<file path="src/rtl/multicycle_control.sv">
// multicycle_control: FSM sequencing fetch/decode/execute/memory/write-back for the 16-bit multicycle core
module multicycle_control #(
   parameter logic [15:0] RESET_PC = 16'h0000
) (
   input  logic        clk,
   input  logic        rst_n,
   input  logic [3:0]  opcode,
   input  logic        mem_ready,
   input  logic        zero,
   output logic [15:0] reset_pc,
   output logic        pc_write,
   output logic        pc_write_cond,
   output logic [1:0]  pc_src,
   output logic        ir_write,
   output logic        mem_req,
   output logic        mem_we,
   output logic        i_or_d,
   output logic        alu_src_a,
   output logic [1:0]  alu_src_b,
   output logic [2:0]  alu_op,
   output logic        ext_sel,
   output logic        reg_write,
   output logic        mem_to_reg,
   output logic        halted,
   output logic        illegal
);
   typedef enum logic [3:0] {
      FETCH, DECODE, EXEC_R, EXEC_I, MEM_ADDR, MEM_RD, MEM_WR,
      WB_ALU, WB_MEM, BRANCH, JUMP, HALT
   } state_t;

   localparam logic [3:0] OP_ADD  = 4'h0;
   localparam logic [3:0] OP_SUB  = 4'h1;
   localparam logic [3:0] OP_AND  = 4'h2;
   localparam logic [3:0] OP_OR   = 4'h3;
   localparam logic [3:0] OP_ADDI = 4'h4;
   localparam logic [3:0] OP_LW   = 4'h5;
   localparam logic [3:0] OP_SW   = 4'h6;
   localparam logic [3:0] OP_BEQZ = 4'h7;
   localparam logic [3:0] OP_J    = 4'h8;
   localparam logic [3:0] OP_LUI  = 4'h9;
   localparam logic [3:0] OP_HALT = 4'hF;

   localparam logic [2:0] ALU_ADD    = 3'd0;
   localparam logic [2:0] ALU_SUB    = 3'd1;
   localparam logic [2:0] ALU_PASS_B = 3'd4;

   typedef struct packed {
      logic       pc_write;
      logic       pc_write_cond;
      logic [1:0] pc_src;
      logic       ir_write;
      logic       mem_req;
      logic       mem_we;
      logic       i_or_d;
      logic       alu_src_a;
      logic [1:0] alu_src_b;
      logic [2:0] alu_op;
      logic       ext_sel;
      logic       reg_write;
      logic       mem_to_reg;
      logic       halted;
      logic       illegal;
   } ctl_t;

   state_t state, next;
   ctl_t   c;
   logic   unused_zero;

   // the zero flag is combined with pc_write_cond in the datapath, not here
   assign unused_zero = zero;
   assign reset_pc    = RESET_PC;

   // holding reset clears every control line immediately, abandoning any memory access
   assign {pc_write, pc_write_cond, pc_src, ir_write, mem_req, mem_we, i_or_d,
           alu_src_a, alu_src_b, alu_op, ext_sel, reg_write, mem_to_reg,
           halted, illegal} = rst_n ? c : '0;

   // state register, async reset into FETCH
   always_ff @(posedge clk or negedge rst_n) begin
      if (!rst_n) state <= FETCH;
      else        state <= next;
   end

   // next-state and control decode; Moore except the FETCH write gating and DECODE illegal flag
   always_comb begin
      c    = '0;
      next = state;
      case (state)
         FETCH: begin
            c.mem_req   = 1'b1;
            c.alu_src_b = 2'd1;
            c.alu_op    = ALU_ADD;
            c.ir_write  = mem_ready;
            c.pc_write  = mem_ready;
            next        = mem_ready ? DECODE : FETCH;
         end
         DECODE: begin
            c.alu_src_b = 2'd2;
            c.ext_sel   = 1'b1;
            c.alu_op    = ALU_ADD;
            case (opcode)
               OP_ADD, OP_SUB, OP_AND, OP_OR: next = EXEC_R;
               OP_ADDI, OP_LUI:               next = EXEC_I;
               OP_LW, OP_SW:                  next = MEM_ADDR;
               OP_BEQZ:                       next = BRANCH;
               OP_J:                          next = JUMP;
               OP_HALT:                       next = HALT;
               default: begin
                  next      = FETCH;
                  c.illegal = 1'b1;
               end
            endcase
         end
         EXEC_R: begin
            c.alu_src_a = 1'b1;
            c.alu_op    = opcode[2:0];
            next        = WB_ALU;
         end
         EXEC_I: begin
            c.alu_src_a = opcode != OP_LUI;
            c.alu_src_b = opcode == OP_LUI ? 2'd3 : 2'd2;
            c.ext_sel   = opcode != OP_LUI;
            c.alu_op    = opcode == OP_LUI ? ALU_PASS_B : ALU_ADD;
            next        = WB_ALU;
         end
         MEM_ADDR: begin
            c.alu_src_a = 1'b1;
            c.alu_src_b = 2'd2;
            c.ext_sel   = 1'b1;
            c.alu_op    = ALU_ADD;
            next        = opcode == OP_LW ? MEM_RD : MEM_WR;
         end
         MEM_RD: begin
            c.mem_req = 1'b1;
            c.i_or_d  = 1'b1;
            next      = mem_ready ? WB_MEM : MEM_RD;
         end
         MEM_WR: begin
            c.mem_req = 1'b1;
            c.mem_we  = 1'b1;
            c.i_or_d  = 1'b1;
            next      = mem_ready ? FETCH : MEM_WR;
         end
         WB_ALU: begin
            c.reg_write = 1'b1;
            next        = FETCH;
         end
         WB_MEM: begin
            c.reg_write  = 1'b1;
            c.mem_to_reg = 1'b1;
            next         = FETCH;
         end
         BRANCH: begin
            c.alu_src_a     = 1'b1;
            c.alu_src_b     = 2'd2;
            c.alu_op        = ALU_SUB;
            c.pc_write_cond = 1'b1;
            c.pc_src        = 2'd1;
            next            = FETCH;
         end
         JUMP: begin
            c.pc_write = 1'b1;
            c.pc_src   = 2'd2;
            next       = FETCH;
         end
         HALT: begin
            c.halted = 1'b1;
            next     = HALT;
         end
         default: next = FETCH;
      endcase
   end
endmodule

</file>
<file path="config.mk">
export PLATFORM = sky130hd
export DESIGN_NAME = multicycle_control
export DESIGN_NICKNAME = d
export VERILOG_FILES = /design/src/rtl/multicycle_control.sv
export SDC_FILE = /design/constraint.sdc
export NUM_CORES = 1
export LEC_CHECK = 0
export ABC_CLOCK_PERIOD_IN_PS = 2900
export BUFFER_PORTS_ARGS = -buffer_cell sky130_fd_sc_hd__buf_4
export CORE_ASPECT_RATIO = 1.2
export CORE_MARGIN = 1
export CORE_UTILIZATION = 48
export CTS_BUF_LIST = sky130_fd_sc_hd__clkbuf_4 sky130_fd_sc_hd__clkbuf_8 sky130_fd_sc_hd__clkbuf_16
export CTS_CLUSTER_DIAMETER = 30
export CTS_CLUSTER_SIZE = 24
export DETAILED_ROUTE_END_ITERATION = 10
export HOLD_SLACK_MARGIN = 0.12
export PLACE_DENSITY = 0.9
export SETUP_SLACK_MARGIN = 0.05
export SLEW_MARGIN = 20
export SYNTH_ARGS = -nofsm -noshare
export SYNTH_HDL_FRONTEND = slang
export SYNTH_SLANG_ARGS = --single-unit
export TNS_END_PERCENT = 30
</file>
<file path="constraint.sdc">
create_clock -name clk -period 2.9 [get_ports clk]
set_input_delay 0.58 -clock clk [delete_from_list [all_inputs] [get_ports clk]]
set_output_delay 0.58 -clock clk [all_outputs]
set_load 0.01 [all_outputs]
</file>
Yosys cells after proc, flatten, opt, wreduce, memory -nomap -nowiden
Cells that the tools add are included.
{"block": "totals", "ff_bits": 4, "in_bits": 8, "out_inout_bits": 35, "word_cells": 61}
{"block": "classes", "n_eq_ne": 22, "n_mux": 25, "reduce_logical": 13}
{"operator": "$eq 4x3->1 const B", "n": 8}
{"operator": "$eq 4x4->1 const B", "n": 7}
{"operator": "$pmux 4 s7", "n": 1}
{"operator": "$pmux 4 s6", "n": 1}
{"operator": "$mux 19", "n": 1}
{"operator": "$eq 4x2->1 const B", "n": 4}
{"operator": "$mux 1", "n": 12}
{"operator": "$reduce_or 2->1", "n": 6}
{"operator": "$reduce_or 11->1", "n": 1}
{"operator": "$pmux 3 s3", "n": 1}
{"operator": "$reduce_or 3->1", "n": 3}
{"operator": "$eq 4x1->1 const B", "n": 2}
{"operator": "$logic_not 4->1", "n": 2}
{"operator": "$mux 3", "n": 2}
{"operator": "$pmux 1 s2", "n": 3}
{"operator": "$pmux 2 s3", "n": 1}
{"operator": "$mux 4", "n": 1}
{"operator": "$ne 4x4->1 const B", "n": 1}
{"operator": "$pmux 2 s2", "n": 1}
{"operator": "$reduce_or 4->1", "n": 1}
{"operator": "$mux 2", "n": 1}

Longest topological paths before layout
{"block": "depth", "depth_word": 5, "mapped_depth": 6, "depth_no_buf": 4}

Least setup slack after synthesis
No wires, ideal clock.
{"block": "synth_timing", "path_kind": "in2out", "start": "in rst_n", "end": "out alu_src_a", "arrival_ps": 1474, "required_ps": 2320, "setup_slack_ps": 846, "cell_stages": 4, "path_buffers": 1, "cell_sequence": "buf_2 > nand2b_4 > or3b_2 > o21ai_1"}
{"block": "synth_between", "elab_chain_cells": 1}
{"element": "from (decl)", "line_no": "6", "rtl": "input logic rst_n,"}
{"element": "$mux 19", "line_no": "77", "rtl": "halted, illegal} = rst_n ? c : '0;"}
{"element": "to (decl)", "line_no": "18", "rtl": "output logic alu_src_a,"}
Every way passes these cells.

Worst setup path after layout
{"block": "layout_timing", "start": "reg state[2]", "end": "out alu_src_a"}
{"block": "layout_between", "elab_chain_cells": 4, "elab_cells_between_ends": 7, "classes_between": "eq/ne (4); mux (2); reduce/logical (1)"}
{"element": "from (decl)", "line_no": "66", "rtl": "state_t state, next;"}
{"element": "from (signal assigned)", "line_no": "82", "rtl": "else state <= next;"}
{"element": "$eq 4x4->1, or another cell as far along", "line_no": "89", "rtl": "case (state)"}
{"element": "$reduce_or 3->1 (no line)"}
{"element": "$pmux 1 s2 *", "line_no": "89"}
{"element": "$mux 19 *", "line_no": "77"}
Mark *: on every way between the ends. The rest lies on a longest branch, timed or not.

==> run metrics <==
status finished clean; post-synthesis sequential area ratio 12.03%; critical path launch point type flop; die width 40.01 um; clock buffer count from CTS 3; cts-stage hold buffer count 0; htree depth 1; vias in the first global route 703; FF-to-FF setup slack 1250 ps; mux contribution to synthesized area 0%; PwrDens 811.5 nW/um^2; Pins Over Slew Limit 0; GRT Total Usage 21.31%; Setup WS post-layout 554.9 ps; crit end category primary output; Worst Path Required 2320 ps; Final period util 80.87%; ant diodes 0; Worst-Margin Slew 604.4 ps; CTS clk-pin slew, worst paths 40 ps; Synth top cells by count buf_4 (17), nor2_1 (15), a21oi_1 (9), buf_2 (9); critical path type flop to primary output; die area 1904 um^2; GRT overflow 0; Die H 47.61 um; I/O Pins 43; Synth area leaders buf_4 (15%), dfrtp_1 (12%), nor2_1 (6.8%), nand2b_1 (6.0%), a21oi_1 (5.4%); final net count 148; crit path DAT 1770 ps; Post-Synth Adder-Cell Area 0%; Synth area leader buf_4; Post-Synth XOR/XNOR Area 2.105%; post-DP HPWL 1461 um; area share of the largest cell type after synthesis 15.34%; synth warn 0; Place WS 726.5 ps; Reg2Reg Depth 3; Slowest-stage cell, CP dfrtp_1; RSZ-0062 raised after global routing no; Syn-to-layout area delta 10.83%; main combinational cell family by area after synthesis simple AND/OR/NAND/NOR gates; count of cell types in the netlist 40; setup tns final 0 ps; average size of a mapped cell 6.710 um^2; simple-gate share of the synthesized area 38.80%; worst vdd ir 0.3627 mV; Syn Inst Count 124; antenna viol nets, final 0; #FFs+latches synth 4; Max-Cap Viols 0; antenna violations before repair 0; CP max FO 17; IO Port Bufs 25; share of cells above drive strength 1 25.36%; effective utilization at floorplan 51.31%; most common flop cell mapped by yosys dfrtp_1; latest clock arrival within the worst-skew pair 230 ps; biggest regs state: 4 flops; via count 865; largest net degree at the start of global routing 23; Clock Root Buffer clkbuf_4; post-CTS resize count 0; Final Hold Fails 0; gpl congestion 0.7942; Placeable Area 1622 um^2; min-delay worst type input pin to asynchronous set/reset pin; post-synthesis compound-gate area fraction 20.90%; most frequent cell after synthesis buf_4; Worst slew margin 59.71%; fin crit period 2345 ps; Final Skew 3.222 ps; first-pass GRT wire length 2904 um; max incr delay on CP 550 ps; Num Clock Sinks 4; Reg with most FFs state; final setup vio count 0; first-pass iteration count of the detailed router 4; static leakage 0.4254 nW; Max Root-Sink Buffers 2; Critical Path, Cell by Cell nand2b_4 > or3b_2 > o21ai_1 > buf_4; Largest register FFs 4; # Post-CTS Setup Buffers 0; Critical R2R Capture state[2]; Post-synth EDFFs 0; initial DRC count 16; ys async rst share 100.0%; DR vias/cell 5.545; Synth Cell Area 832.0 um^2; wire length per cell 11.94 um; Rows 16; Highest Clock Rate 426.4 MHz; CTS tree done; drt drc 0; reg2reg start state[0]; final WL 1863 um
-- report_power, final --
part / internal [mW] / switching, mW
Combinational: 0.238 / 0.245
Clock: 0.0462 / 0.0209
Sequential: 0.0808 / 0.118
Total: 0.365 / 0.384
-- worst max-delay path, delay by kind of cell (launching register included) --
kind            cells  cell delay, ps
buf+inv             1             140
compound gates      1             140
flops               1             550
simple gates        2             710
-- kinds of logic (layout without fill, tap and decap cells) --
| family | Yosys count | in the layout |
|---|---|---|
| AOI/OAI and AO/OA | 28 | 28 |
| xor gates and xnor gates | 2 | 2 |
| buffers and inverters | 33 | 32 |
| DFF | 4 | 4 |
| other | 1 | 16 |
| and+or+nand+nor | 56 | 56 |
-- how the worst max path moves through the flow --
| stage | endpoint | slack, ps | cells past startpoint | from |
|---|---|---|---|---|
| after floorplan | alu_src_a | 850 | 4 | rst_n |
| after global placement | alu_src_a | 760 | 5 | rst_n |
| after detailed placement | alu_src_a | 730 | 5 | rst_n |
| after CTS | alu_src_a | 570 | 4 | state[2] |
| after global routing | alu_op[0] | 410 | 5 | state[1] |
| final | alu_src_a | 550 | 4 | state[2] |
-- cells in the final DEF, fill, tap and decap left out, types with 2 or more instances in the layout --
| cell | instances |
|---|---|
| o21ai_0 | 6 |
| inv_1 | 4 |
| o22ai_1 | 2 |
| conb_1 | 16 |
| nand2b_1 | 8 |
| nor3_1 | 7 |
| buf_4 | 25 |
| dfrtp_1 | 4 |
| and2_1 | 2 |
| and3b_1 | 2 |
| nor2_1 | 15 |
| nand2_1 | 8 |
| a221oi_1 | 2 |
| clkbuf_4 | 3 |
| nand3_1 | 3 |
| a21oi_1 | 9 |
-- routing by layer --
metal	GRT usage, %	up-vias	wire [um]
met5	0	-	0
met2	40.00	42	989
met3	5.116	2	127
met4	3.448	0	8
li1	-	422	-
met1	24.01	399	738
-- layout make-up --
cell class                      count  area (um^2)
Inverter                            4        15.01
Fill cell                         159        699.4
Multi-Input combinational cell    102        574.3
Clock buffer                        3        22.52
Timing Repair Buffer               25        187.7
Sequential cell                     4        100.1
Tap cell                           18        22.52
-- through the flow --
step	util (%)	hold WS, ps	instances	instance area, um^2	power (mW)
after floorplan	-	284.4	139	888.4	0.5708
after global placement	55.48	423.3	153	899.6	0.6543
after detailed placement	55.48	430.5	153	899.6	0.6759
after CTS	56.87	183.6	156	922.1	0.7457
after global routing	56.87	174.7	156	922.1	0.8246
final	56.87	185.0	156	922.1	0.7483
(Power assumes the default switching activity.)
